===== src/rtl/rst_seq_ctrl_pkg.sv =====
`default_nettype none
// ----------------------------------------------------------------------------
// Module  : rst_seq_ctrl_pkg
// Brief   : Shared state encoding, default timing and counter sizing helper.
// Revision: 1.0 - initial release
// ----------------------------------------------------------------------------
package rst_seq_ctrl_pkg;

  typedef enum logic [2:0] {
    ST_HOLD      = 3'd0,
    ST_GATE_ON   = 3'd1,
    ST_STEP_WAIT = 3'd2,
    ST_ACK_WAIT  = 3'd3,
    ST_NEXT      = 3'd4,
    ST_READY     = 3'd5
  } seq_state_t;

  localparam int C_HOLD_CYCLES = 16;
  localparam int C_STEP_CYCLES = 4;
  localparam int C_ACK_TIMEOUT = 64;

  // Smallest counter width w with 2**w strictly above every delay constant.
  function automatic int min_cnt_width(input int hold, input int step, input int ack_to);
    int m;
    int w;
    m = hold;
    if (step > m) m = step;
    if (ack_to > m) m = ack_to;
    w = 1;
    while ((1 << w) <= m) w++;
    return w;
  endfunction

endpackage
`default_nettype wire


===== src/rtl/rst_seq_ctrl_delay_cnt.sv =====
`default_nettype none
// ----------------------------------------------------------------------------
// Module  : seq_delay_cnt
// Brief   : Clearable up-counter with terminal-count compare.
// Revision: 1.0 - initial release
// ----------------------------------------------------------------------------
module seq_delay_cnt #(
  parameter int WIDTH = 8
) (
  input  logic             CLK,
  input  logic             RST,
  input  logic             clr,
  input  logic [WIDTH-1:0] term,
  output logic             tc
);

  logic [WIDTH-1:0] r_count;

  always_ff @(posedge CLK or negedge RST) begin
    if (!RST) begin
      r_count <= '0;
    end else if (clr) begin
      r_count <= '0;
    end else begin
      r_count <= r_count + 1'b1;
    end
  end

  assign tc = (r_count == term);

endmodule
`default_nettype wire


===== src/rtl/rst_seq_ctrl.sv =====
`default_nettype none
// ----------------------------------------------------------------------------
// Module  : rst_seq_ctrl
// Brief   : Sequenced per-domain reset release with clock-gate control.
// Revision: 1.0 - initial release
// ----------------------------------------------------------------------------
module rst_seq_ctrl
  import rst_seq_ctrl_pkg::*;
#(
  parameter int NUM_DOMAINS = 3,
  parameter int CNT_WIDTH   = 8,
  parameter int HOLD_CYCLES = C_HOLD_CYCLES,
  parameter int STEP_CYCLES = C_STEP_CYCLES,
  parameter int ACK_TIMEOUT = C_ACK_TIMEOUT
) (
  input  logic                   CLK,
  input  logic                   RST,
  input  logic                   SW_RST_REQ,
  input  logic [NUM_DOMAINS-1:0] SW_RST_MASK,
  input  logic [NUM_DOMAINS-1:0] DOM_ACK,
  output logic [NUM_DOMAINS-1:0] DOM_RST_N,
  output logic [NUM_DOMAINS-1:0] CLK_GATE_EN,
  output logic                   SW_RST_ACK,
  output logic                   SEQ_BUSY,
  output logic                   SEQ_DONE,
  output logic [NUM_DOMAINS-1:0] SEQ_ERR
);

  localparam int IDX_W = $clog2(NUM_DOMAINS + 1);

  seq_state_t             r_state, w_state_nxt;
  logic [IDX_W-1:0]       r_idx, w_idx_nxt;
  logic [NUM_DOMAINS-1:0] r_mask, w_mask_nxt;
  logic [NUM_DOMAINS-1:0] r_rst_n, w_rst_n_nxt;
  logic [NUM_DOMAINS-1:0] r_gate, w_gate_nxt;
  logic [NUM_DOMAINS-1:0] r_err, w_err_nxt;
  logic [NUM_DOMAINS-1:0] w_sel;
  logic                   r_sw_ack, w_sw_ack_nxt;
  logic                   r_busy, w_busy_nxt;
  logic                   r_done, w_done_nxt;
  logic                   w_accept, w_acked, w_last, w_tc, w_cnt_clr;
  logic [CNT_WIDTH-1:0]   w_term;

  // One-hot select of the current domain; all zero once the index runs past the end.
  assign w_sel   = NUM_DOMAINS'(1) << r_idx;
  assign w_acked = |(DOM_ACK & w_sel);
  assign w_last  = (r_idx == IDX_W'(NUM_DOMAINS));

  always_comb begin
    w_term = '0;
    case (r_state)
      ST_HOLD:      w_term = CNT_WIDTH'(HOLD_CYCLES - 1);
      ST_STEP_WAIT: w_term = CNT_WIDTH'(STEP_CYCLES - 1);
      ST_ACK_WAIT:  w_term = CNT_WIDTH'(ACK_TIMEOUT - 1);
      default:      w_term = '0;
    endcase
  end

  // The counter restarts on every state change and idles at zero elsewhere.
  assign w_cnt_clr = (w_state_nxt != r_state) ||
                     !(r_state inside {ST_HOLD, ST_STEP_WAIT, ST_ACK_WAIT});

  seq_delay_cnt #(
    .WIDTH (CNT_WIDTH)
  ) u_delay_cnt (
    .CLK  (CLK),
    .RST  (RST),
    .clr  (w_cnt_clr),
    .term (w_term),
    .tc   (w_tc)
  );

  always_ff @(posedge CLK or negedge RST) begin
    if (!RST) begin
      r_state  <= ST_HOLD;
      r_idx    <= '0;
      r_mask   <= '1;
      r_rst_n  <= '0;
      r_gate   <= '0;
      r_err    <= '0;
      r_sw_ack <= 1'b0;
      r_busy   <= 1'b1;
      r_done   <= 1'b0;
    end else begin
      r_state  <= w_state_nxt;
      r_idx    <= w_idx_nxt;
      r_mask   <= w_mask_nxt;
      r_rst_n  <= w_rst_n_nxt;
      r_gate   <= w_gate_nxt;
      r_err    <= w_err_nxt;
      r_sw_ack <= w_sw_ack_nxt;
      r_busy   <= w_busy_nxt;
      r_done   <= w_done_nxt;
    end
  end

  always_comb begin
    w_state_nxt = r_state;
    w_idx_nxt   = r_idx;
    w_mask_nxt  = r_mask;
    w_accept    = 1'b0;
    case (r_state)
      ST_HOLD: begin
        if (w_tc) begin
          w_state_nxt = ST_NEXT;
          w_idx_nxt   = '0;
        end
      end
      ST_NEXT: begin
        if (w_last) begin
          w_state_nxt = ST_READY;
        end else if (!(|(r_mask & w_sel))) begin
          w_idx_nxt = r_idx + 1'b1;
        end else begin
          w_state_nxt = ST_GATE_ON;
        end
      end
      ST_GATE_ON: w_state_nxt = ST_STEP_WAIT;
      ST_STEP_WAIT: begin
        if (w_tc) w_state_nxt = ST_ACK_WAIT;
      end
      ST_ACK_WAIT: begin
        if (w_acked || w_tc) begin
          w_idx_nxt   = r_idx + 1'b1;
          w_state_nxt = ST_NEXT;
        end
      end
      ST_READY: begin
        if (SW_RST_REQ && (|SW_RST_MASK)) begin
          w_accept    = 1'b1;
          w_mask_nxt  = SW_RST_MASK;
          w_state_nxt = ST_HOLD;
        end
      end
      default: w_state_nxt = ST_HOLD;
    endcase
  end

  always_comb begin
    w_rst_n_nxt  = r_rst_n;
    w_gate_nxt   = r_gate;
    w_err_nxt    = r_err;
    w_sw_ack_nxt = 1'b0;
    w_done_nxt   = 1'b0;
    w_busy_nxt   = (w_state_nxt != ST_READY);
    case (r_state)
      ST_GATE_ON:   w_gate_nxt = r_gate | w_sel;
      ST_STEP_WAIT: if (w_tc) w_rst_n_nxt = r_rst_n | w_sel;
      // A timed-out domain stays released and clocked; only the flag records it.
      ST_ACK_WAIT:  if (!w_acked && w_tc) w_err_nxt = r_err | w_sel;
      ST_NEXT:      if (w_last) w_done_nxt = 1'b1;
      default: ;
    endcase
    if (w_accept) begin
      w_rst_n_nxt  = r_rst_n & ~SW_RST_MASK;
      w_gate_nxt   = r_gate & ~SW_RST_MASK;
      w_err_nxt    = r_err & ~SW_RST_MASK;
      w_sw_ack_nxt = 1'b1;
    end
  end

  assign DOM_RST_N   = r_rst_n;
  assign CLK_GATE_EN = r_gate;
  assign SEQ_ERR     = r_err;
  assign SW_RST_ACK  = r_sw_ack;
  assign SEQ_BUSY    = r_busy;
  assign SEQ_DONE    = r_done;

endmodule
`default_nettype wire


===== config.mk =====
export PLATFORM = sky130hd
export DESIGN_NAME = rst_seq_ctrl
export DESIGN_NICKNAME = d
export VERILOG_FILES = /design/src/rtl/rst_seq_ctrl_pkg.sv /design/src/rtl/rst_seq_ctrl_delay_cnt.sv /design/src/rtl/rst_seq_ctrl.sv
export SDC_FILE = /design/constraint.sdc
export NUM_CORES = 1
export LEC_CHECK = 0
export ABC_CLOCK_PERIOD_IN_PS = 2150
export CAP_MARGIN = 20
export CORE_MARGIN = 1.5
export CORE_UTILIZATION = 54
export CTS_CLUSTER_DIAMETER = 40
export DETAILED_ROUTE_END_ITERATION = 12
export GPL_ROUTABILITY_DRIVEN = 0
export GPL_TIMING_DRIVEN = 0
export PLACE_DENSITY = 0.75
export SLEW_MARGIN = 20
export SYNTH_ARGS = -nofsm -noshare
export SYNTH_HDL_FRONTEND = slang
export SYNTH_SLANG_ARGS = --single-unit

===== constraint.sdc =====
create_clock -name CLK -period 2.15 [get_ports CLK]
set_input_delay 0.43 -clock CLK [delete_from_list [all_inputs] [get_ports CLK]]
set_output_delay 0.43 -clock CLK [all_outputs]
set_load 0.005 [all_outputs]

==> results of run 1 <==
-- placed cells by master (no fill, tap or decap), types with 3 or more instances in the layout --
cell              n
dfrtp_1          23
nand2_1          19
clkdlybuf4s50_1  19
nor2_1           17
a21oi_1          13
inv_1             6
and3_1            5
ha_1              5
dfstp_2           4
nor2b_1           4
nand3_1           4
xor2_1            4
buf_4             3
nor3_1            3
o21a_1            3
o31a_1            3
buf_2             3
nor3b_1           3
a31oi_1           3
a41oi_1           3
o21ai_0           3
clkbuf_4          3
-- cell families (layout without fill, tap and decap cells) --
family,count (synthesis),in the layout
fa+ha+maj,5,5
flops,28,28
compound gates,46,46
mux,1,1
buf+inv,14,39
xor+xnor,6,6
simple gates,68,68
-- through the flow --
step / hold slack (ps) / TNS, ps
floorplan: 134 / 0
global placement: 472 / -56.9
detailed placement: 482 / -82.5
CTS: 111 / 0
global route: 137 / 0
finish: 107 / 0
-- worst max-delay path, cell delays in order (launching register included) --
cell and delay [ps]:
dfrtp_2 440, inv_1 110, ha_1 300, a222oi_1 450, nand2_1 90, a21oi_1 250, o21ai_2 160, nor2_1 130
-- state kept, by name, summed over array words and instances, names as in the netlist --
signal,cells
r_mask,3
CLK_GATE_EN,3
SEQ_DONE,1
SEQ_ERR,3
r_idx,2
SEQ_BUSY,1
DOM_RST_N,3
r_state,3
SW_RST_ACK,1
u_delay_cnt.r_count,8
-- cell type report --
| type | count | share of cell area |
|---|---|---|
| inverter | 6 | 0.0118 |
| tap | 31 | 0.0204 |
| buffer | 8 | 0.0290 |
| multi-input combinational | 126 | 0.433 |
| timing repair buffer | 21 | 0.107 |
| sequential | 28 | 0.372 |
| clock inverter | 1 | 0.0158 |
| clock buffer | 3 | 0.0118 |
-- power groups by stage --
stage / Sequential (mW) / Combinational [mW] / Clock, mW
global placement: 0.827 / 1.11 / 0
global route: 0.850 / 1.31 / 0.362
floorplan: 0.811 / 0.816 / 0
finish: 0.825 / 1.19 / 0.340
detailed placement: 0.837 / 1.14 / 0
CTS: 0.826 / 1.16 / 0.350
-- final timing paths --
check	start	end	slack, ps	depth (start not counted)
setup / recovery	r_idx[0]	u_delay_cnt.r_count[4]	150	7
hold / removal	RST	SW_RST_ACK	110	1
hold reg to reg	r_mask[1]	r_mask[1]	510	2
min in group CLK	r_mask[1]	r_mask[1]	510	2
max in group asynchronous	RST	r_idx[0]	1590	1
setup reg to reg	r_idx[0]	u_delay_cnt.r_count[4]	150	7
-- routing by layer --
layer	GRT usage	vias up
li1	-	652
met5	0	-
met1	0.301	665
met2	0.419	51
met3	0.0295	6
met4	0.0598	0
-- cells in the mapped netlist (4+ instances only) --
library cell  count
dfrtp_1          24
xor2_1            4
nand3_1           4
nand2_1          19
a21oi_1          13
dfstp_2           4
nor2_1           17
and3_1            5
ha_1              5
nor2b_1           4
inv_1             6
-- what timing repair did --
item / CTS / global route
setup buffers: 1 / 0
resized for setup: 0 / 2
pin swaps: 1 / 1
setup endpoints to repair: 3 / 10
==> run metrics, run 1 <==
first-pass GRT wire length=6.14 mm; ys async rst share=1.00; Routed Antenna Nets=0; WL met2=1.80 mm; multiplexer share of the synthesized area=0.00626; outcome=complete, no violations; CTS sink count=28; Crit. End Element=register; Routed WL=approximately 3.7 mm; worst hold path type=in2async; Setup WS post-layout=149 ps; sw power=approximately 0.96 mW; Crit Path Class=reg2reg; Clk pwr share=0.144; largest net degree at the start of global routing=29; DRC violations left=0; Netlist cell types=47; uppermost routed layer=met4; max-capacitance violation count=0; H-tree depth=1; Final Cycle Share=0.931; M1 WL=1.64 mm; register area=707 um2; core area=0.00278 mm2; Post-synth EDFFs=0; Final nets=208; TritonCTS clock tree=done; fin util=0.683; Synth area leaders=dfrtp_1 38%, dfstp_2 6.6%, nand2_1 4.5%; Mapped Area=0.00160 mm2; I/O Buffers=20; FMAX=0.500 GHz; total CTS buffers=3; Die H=57.4 um; YS warnings=0; Clock Pin Slew Worst Setup and Hold Paths=150 ps; Cell Pwr Density=1240 mW/mm2; Mean Syn Cell Area=9.51 um2; Switching Share=0.405; dpl cells=219; layout cells sized above 1=0.135; number of antenna violations at the first check in global routing=0; Final Hold Viols=0; vias per cell=6.13; Int Power=1.40 mW; Post-Synth Simple-Gate Area=0.226; Gate Count Post-Synth=168; Syn Nets=182; Slew Viols, Final=0; crit-path max FO=7; min Tclk post-route=2000 ps; Clk Latency, worst-skew pair=around 320 ps; GR Overflow Total=0; final instance area=0.00190 mm2; biggest area consumer among synthesized cells=dfrtp_1; largest family of logic cells by synthesized area=simple AND/OR/NAND/NOR gates; total power=2.36 mW; Die X=57.4 um; Antenna Cells=0; Iteration-0 DRC Markers=slightly above 80; Synth Area in XOR/XNOR=0.0329; Die Area=around 0.0033 mm2; Syn-to-layout area delta=19.0%; crit start category=register; Post-DP Area=0.00183 mm2; Reg power frac=0.350; Setup Viol. Count Final=0; sequential area share after synthesis=0.442; overall routing resource usage=0.235; Yosys top cell area share=0.376; predominant post-synthesis flop cell=dfrtp_1; skew final=7.59 ps; Detailed Place HPWL=2.63 mm; Final Non-Filler Cells=224; RSZ-0062 raised after global routing=no; FP Rows=19; # IOs=21; FILL cells=230; headroom to the max-slew limit=0.571; initial core utilization=0.574; Post-CTS Hold Fix Bufs=0; Longest Clk Path Bufs=2; critical path data arrival time=2260 ps; Synth Area in Compound Gates=0.206; FF+latch count, synth=28; CP required=between 2000 and 2500 ps; DR pass1 iterations=4; post-synthesis adder-cell area fraction=0.0392; Place WS=-73.0 ps; Gate power share=0.506; Met3 Wirelength=191 um; Pleak=0.871 nW; VDD IR max=0.00103 V; combined area of the multi-input logic cells=822 um2; worst slew pin tran=644 ps; via count=1374; root buf cell=clkbuf_4; Wirelength per Cell=16.4 um; vias in the first global route=1372
No activity file was read; power rests on OpenSTA's default activity.
==> run 2: changes to the inputs <==
--- a/config.mk
+++ b/config.mk
@@ -5,15 +5,15 @@
 export SDC_FILE = /design/constraint.sdc
 export NUM_CORES = 1
 export LEC_CHECK = 0
-export ABC_CLOCK_PERIOD_IN_PS = 2150
+export ABC_CLOCK_PERIOD_IN_PS = 2000
 export CAP_MARGIN = 20
 export CORE_MARGIN = 1.5
-export CORE_UTILIZATION = 54
+export CORE_UTILIZATION = 25
 export CTS_CLUSTER_DIAMETER = 40
 export DETAILED_ROUTE_END_ITERATION = 12
 export GPL_ROUTABILITY_DRIVEN = 0
 export GPL_TIMING_DRIVEN = 0
-export PLACE_DENSITY = 0.75
+export PLACE_DENSITY_LB_ADDON = 0.05
 export SLEW_MARGIN = 20
 export SYNTH_ARGS = -nofsm -noshare
 export SYNTH_HDL_FRONTEND = slang
==> constraint.sdc (replaced) <==
create_clock -name CLK -period 2 [get_ports CLK]
set_input_delay 0.4 -clock CLK [delete_from_list [all_inputs] [get_ports CLK]]
set_output_delay 0.4 -clock CLK [all_outputs]
set_load 0.005 [all_outputs]
==> run 2 against run 1 <==
Worst setup slack got worse by 24 ps. Hold slack improved by 20 ps. Power increased by 14%. Sequential share of layout area decreased by 2.2 points. Register-to-register slack got worse by 20 ps. Critical path depth increased by 1. Die area increased by 110%. Wire length increased by 17%. Critical path type unchanged. Final area increased by 6.3%.
==> run metrics, run 2 (same netlist as run 1, synthesis figures left out) <==
worst hold path type=in2async; Post-CTS Hold Fix Bufs=0; Cell Pwr Density=1340 mW/mm2; CP required=2200 ps; Crit Path Class=reg2reg; Antenna Cells=0; overall routing resource usage=0.128; Longest Clk Path Bufs=2; grt met2 use=0.208; core area=0.00606 mm2; Iteration-0 DRC Markers=69; Largest register FFs=8; vias in the first global route=1371; Final Hold Viols=0; met1 usage=0.169; Setup Viol. Count Final=0; reg2reg path depth=8; H-tree depth=1; via count=1325; Die Area=~0.0069 mm2; critical path data arrival time=2070 ps; Pleak=between 0.8 and 0.9 nW; initial core utilization=0.264; worst slew pin tran=647 ps; first-pass GRT wire length=around 7.1 mm; Detailed Place HPWL=3.16 mm; skew final=4.10 ps; FP Rows=28; Final nets=210; min Tclk post-route=1880 ps; layout cells sized above 1=0.179; busiest grt layer=met2; total CTS buffers=3; WHS=127 ps; headroom to the max-slew limit=0.568; number of antenna violations at the first check in global routing=0; most frequent cells in the layout=23 x dfrtp_1, 19 x nand2_1, 19 x clkdlybuf4s50_1; Crit. End Element=register; I/O Buffers=20; vias per cell=just under 5; crit start category=register; total power=between 2 and 3 mW; FMAX=0.533 GHz; Slew Viols, Final=0; most common cell after layout, fill and taps aside=dfrtp_1; Wirelength per Cell=15.9 um; Routed WL=roughly 4.3 mm; max-capacitance violation count=0; Die H=82.9 um; TritonCTS clock tree=done; Biggest register=u_delay_cnt.r_count; root buf cell=clkbuf_8; VDD IR max=0.000450 V; GR Overflow Total=0; Clk Latency, worst-skew pair=280 ps; # IOs=21; RSZ-0062 raised after global routing=no; DRC violations left=0; crit-path max FO=6; DR pass1 iterations=4; Final Cycle Share=0.938; largest net degree at the start of global routing=29; Syn-to-layout area delta=26.5%; Die X=82.9 um; Routed Antenna Nets=0; Clock Pin Slew Worst Setup and Hold Paths=100 ps; FILL cells=633; met3 Resource Use GR=0.0219; CTS sink count=28; outcome=complete, no violations
run 2: changes by cell type in the layout (fill, tap and decap cells not counted), sizes merged:
cell / previous run / this run
buf: 8 / 10
run 2: stage by stage:
step	util	cells	setup TNS, ps	setup WS, ps	instance area [um2]
2_1_floorplan	-	168	0	210	1600
3_3_place_gp	0.312	263	-1740	-303	1890
3_5_place_dp	0.311	263	-1490	-299	1890
4_1_cts	0.330	270	0	40.7	2000
5_1_grt	0.333	270	0	3.94	2020
6_report	0.333	270	0	125	2020
run 2: final timing paths:
path,slack [ps],startpoint,end
worst min-delay path,130,RST,SW_RST_ACK
worst max register to register,120,r_idx[1],SEQ_BUSY
max in group asynchronous,1410,RST,r_idx[0]
min in group CLK,500,r_mask[0],r_mask[0]
worst max-delay path,120,r_idx[1],SEQ_BUSY
worst min register to register,500,r_mask[0],r_mask[0]
run 2: cell type report:
cell class | count | area (um2) | share of cell area
repair buffers | 23 | 218 | 0.108
multi-input cells | 126 | 853 | 0.422
clock buffers | 3 | 41.3 | 0.0204
flip-flops and latches | 28 | 707 | 0.350
clock inverters | 1 | 30.0 | 0.0149
inverters | 6 | 22.5 | 0.0111
well taps | 75 | 93.8 | 0.0464
plain buffers | 8 | 55.1 | 0.0272
run 2: per-layer routing:
metal / share of wire / wire length [um]
met5: 0 / 0
met3: 0.034 / 145
met1: 0.46 / 1970
met4: 0.011 / 48
met2: 0.49 / 2120
run 2: critical path, stage by stage, from the launching register on:
cell and delay (ps):
dfrtp_1 430, inv_1 130, ha_2 280, a222oi_1 110
buf_4 160, buf_4 130, o31ai_2 260, nand2_1 90
o221ai_1 200
run 2: power breakdown:
part	leakage, nW	switching (mW)	total, mW	internal, mW
Sequential	0.338	0.145	0.893	0.748
Combinational	0.511	0.747	1.35	0.601
Clock	0.0357	0.192	0.460	0.268
Total	0.885	1.08	2.70	1.62
run 2: timing repair:
| item | CTS | global route |
|---|---|---|
| gates resized for setup | 5 | 6 |
| pin swaps | 2 | 0 |
| endpoints found under the setup margin | 12 | 11 |
| endpoints found under the hold margin | 0 | 0 |
| setup buffers | 3 | 0 |
==> run 3: changes to the inputs <==
--- a/config.mk
+++ b/config.mk
@@ -7,13 +7,13 @@
 export LEC_CHECK = 0
 export ABC_CLOCK_PERIOD_IN_PS = 2000
 export CAP_MARGIN = 20
-export CORE_MARGIN = 1.5
 export CORE_UTILIZATION = 25
 export CTS_CLUSTER_DIAMETER = 40
 export DETAILED_ROUTE_END_ITERATION = 12
 export GPL_ROUTABILITY_DRIVEN = 0
 export GPL_TIMING_DRIVEN = 0
 export PLACE_DENSITY_LB_ADDON = 0.05
+export RECOVER_POWER = 100
 export SLEW_MARGIN = 20
 export SYNTH_ARGS = -nofsm -noshare
 export SYNTH_HDL_FRONTEND = slang
==> run 3 against run 2 <==
The flow now finishes with violations (max-capacitance violations, max-slew violations). Sequential power about the same. Sequential share of layout area fell by 0.43 points. Worst setup slack got worse by 69 ps. Clock power down 22%. Highest routed layer unchanged. Clock-buffer cell count is 1 higher. Maximum frequency fell by 3.6%. First-iteration DRC count fell by 19%. Final area increased by 1.4%. Register-to-register slack worse by 70 ps.
==> run metrics, run 3 (same netlist as run 1, synthesis figures left out) <==
FP Rows=28; via count=1381; Longest Clk Path Bufs=2; dpl cells=263; total power=between 2 and 3 mW; most common cell after layout, fill and taps aside=dfrtp_1; Clock Pin Slew Worst Setup and Hold Paths=100 ps; DR pass1 iterations=6; Setup Viol. Count Final=0; crit-path cells=inv_1 > ha_2 > a222oi_1 > buf_4 > buf_4 > o31ai_2 > nand2_1 > o221ai_1; crit start category=register; reg2reg path depth=8; critical path's largest stage delay=460 ps; Clk Latency, worst-skew pair=roughly 280 ps; GR Overflow Total=0; Die X=81.9 um; Top delay family on crit path=compound AO/OA/AOI/OAI gates; vias in the first global route=between 1000 and 1500; Final nets=around 210; R2R Path Start=r_idx[1]; Final Non-Filler Cells=273; fin util=0.340; worst hold path type=in2async; total CTS buffers=3; most frequent cells in the layout=22 x dfrtp_1, 19 x nand2_1, 17 x nor2_1; Cell Pwr Density=1280 mW/mm2; TritonCTS clock tree=done; Die H=81.9 um; Slew Viols, Final=29; outcome=complete, but fails checks; root buf cell=clkbuf_8; CP max-delay cell=dfrtp_2; initial core utilization=0.265; Biggest register=u_delay_cnt.r_count; number of antenna violations at the first check in global routing=0; Post-CTS Hold Fix Bufs=0; vias per cell=5.06; Place WS=-314 ps; final instance area=0.00205 mm2; FILL cells=~630; uppermost routed layer=met4; Syn-to-layout area delta=28.3%; min Tclk post-route=a little under 2000 ps; CTS sink count=28; Wirelength per Cell=16.0 um; overall routing resource usage=0.141; Pleak=0.889 nW; violated checks=max-capacitance violations, max-slew violations; I/O Buffers=20; Routed Antenna Nets=0; FMAX=0.514 GHz; Final Hold Viols=0; Setup WS post-layout=55.3 ps; Crit. End Element=register; Crit Path Class=reg2reg; Largest register FFs=8; Iteration-0 DRC Markers=between 50 and 60; Antenna Cells=0; WL met2=2.20 mm; # IOs=21; WHS=~480 ps; Reg2Reg Setup Slack=60 ps; Detailed Place HPWL=3.17 mm; VDD IR max=0.000413 V; DRC violations left=0; worst path buffer plus inverter count=3; layout cells sized above 1=0.182; H-tree depth=1; M1 WL=1.94 mm; max-capacitance violation count=1; Met3 Wirelength=180 um; final setup TNS=0 ps; core area=0.00603 mm2; crit-path max FO=6; CP required=between 2000 and 2500 ps; skew final=10.5 ps; CP dominant cell by count=buf_4; Die Area=0.00671 mm2; r2r endpoint=SEQ_BUSY; largest net degree at the start of global routing=29; Final Cycle Share=0.972; worst slew pin tran=1530 ps; critical path data arrival time=2130 ps; Routed WL=between 4 and 5 mm; first-pass GRT wire length=roughly 7 mm; Post-DP Area=0.00189 mm2; headroom to the max-slew limit=-0.0186
[run 3: cell count changes in the layout (fill, tap and decap cells not counted), moves of 2 or more]
cell / delta
clkbuf_1: +2
buf_4: +3
clkdlybuf4s50_1: -12
buf_2: -2
dlygate4sd3_1: +12
[run 3: cell type report]
cell class	instances	area, um2	share of cell area
Multi-Input combinational cell	126	873	0.426
Sequential cell	28	708	0.346
Timing Repair Buffer	26	239	0.117
Tap cell	75	93.8	0.0458
Clock buffer	4	55.1	0.0269
Buffer	8	53.8	0.0263
Inverter	6	26.3	0.0128
[run 3: per-layer routing]
layer | GRT usage | vias to the layer above
li1 | - | 661
met1 | 0.180 | 678
met2 | 0.242 | 38
met3 | 0.0311 | 4
met4 | 0.0333 | 0
met5 | 0 | -
[run 3: how the worst max path moves through the flow]
stage,from,endpoint,slack (ps),depth (start not counted)
global route,r_idx[0],r_idx[0],-6,7
finish,r_idx[1],SEQ_BUSY,60,8
detailed placement,r_idx[0],r_idx[0],-310,6
floorplan,r_idx[0],r_idx[0],210,6
CTS,r_idx[0],SEQ_BUSY,3,8
global placement,r_idx[0],r_idx[0],-290,6
[run 3: worst reg2reg max path: cells and delay by family, from the launching register on]
family          cells  cell delay [ps]
compound gates      3              610
flops               1              460
buf+inv             3              420
fa+ha+maj           1              280
simple gates        1               90
[run 3: power by group]
group          switching [mW]  total [mW]  internal (mW)
Sequential              0.145       0.894          0.749
Combinational           0.764        1.37          0.607
Clock                   0.182       0.359          0.176
Total                    1.09        2.62           1.53
[run 3: timing repair]
| item | 4_1_cts | 5_1_grt |
|---|---|---|
| setup endpoints to repair | 11 | 16 |
| buffers inserted | 3 | 3 |
| pin swaps | 2 | 1 |
| resized for setup | 4 | 9 |
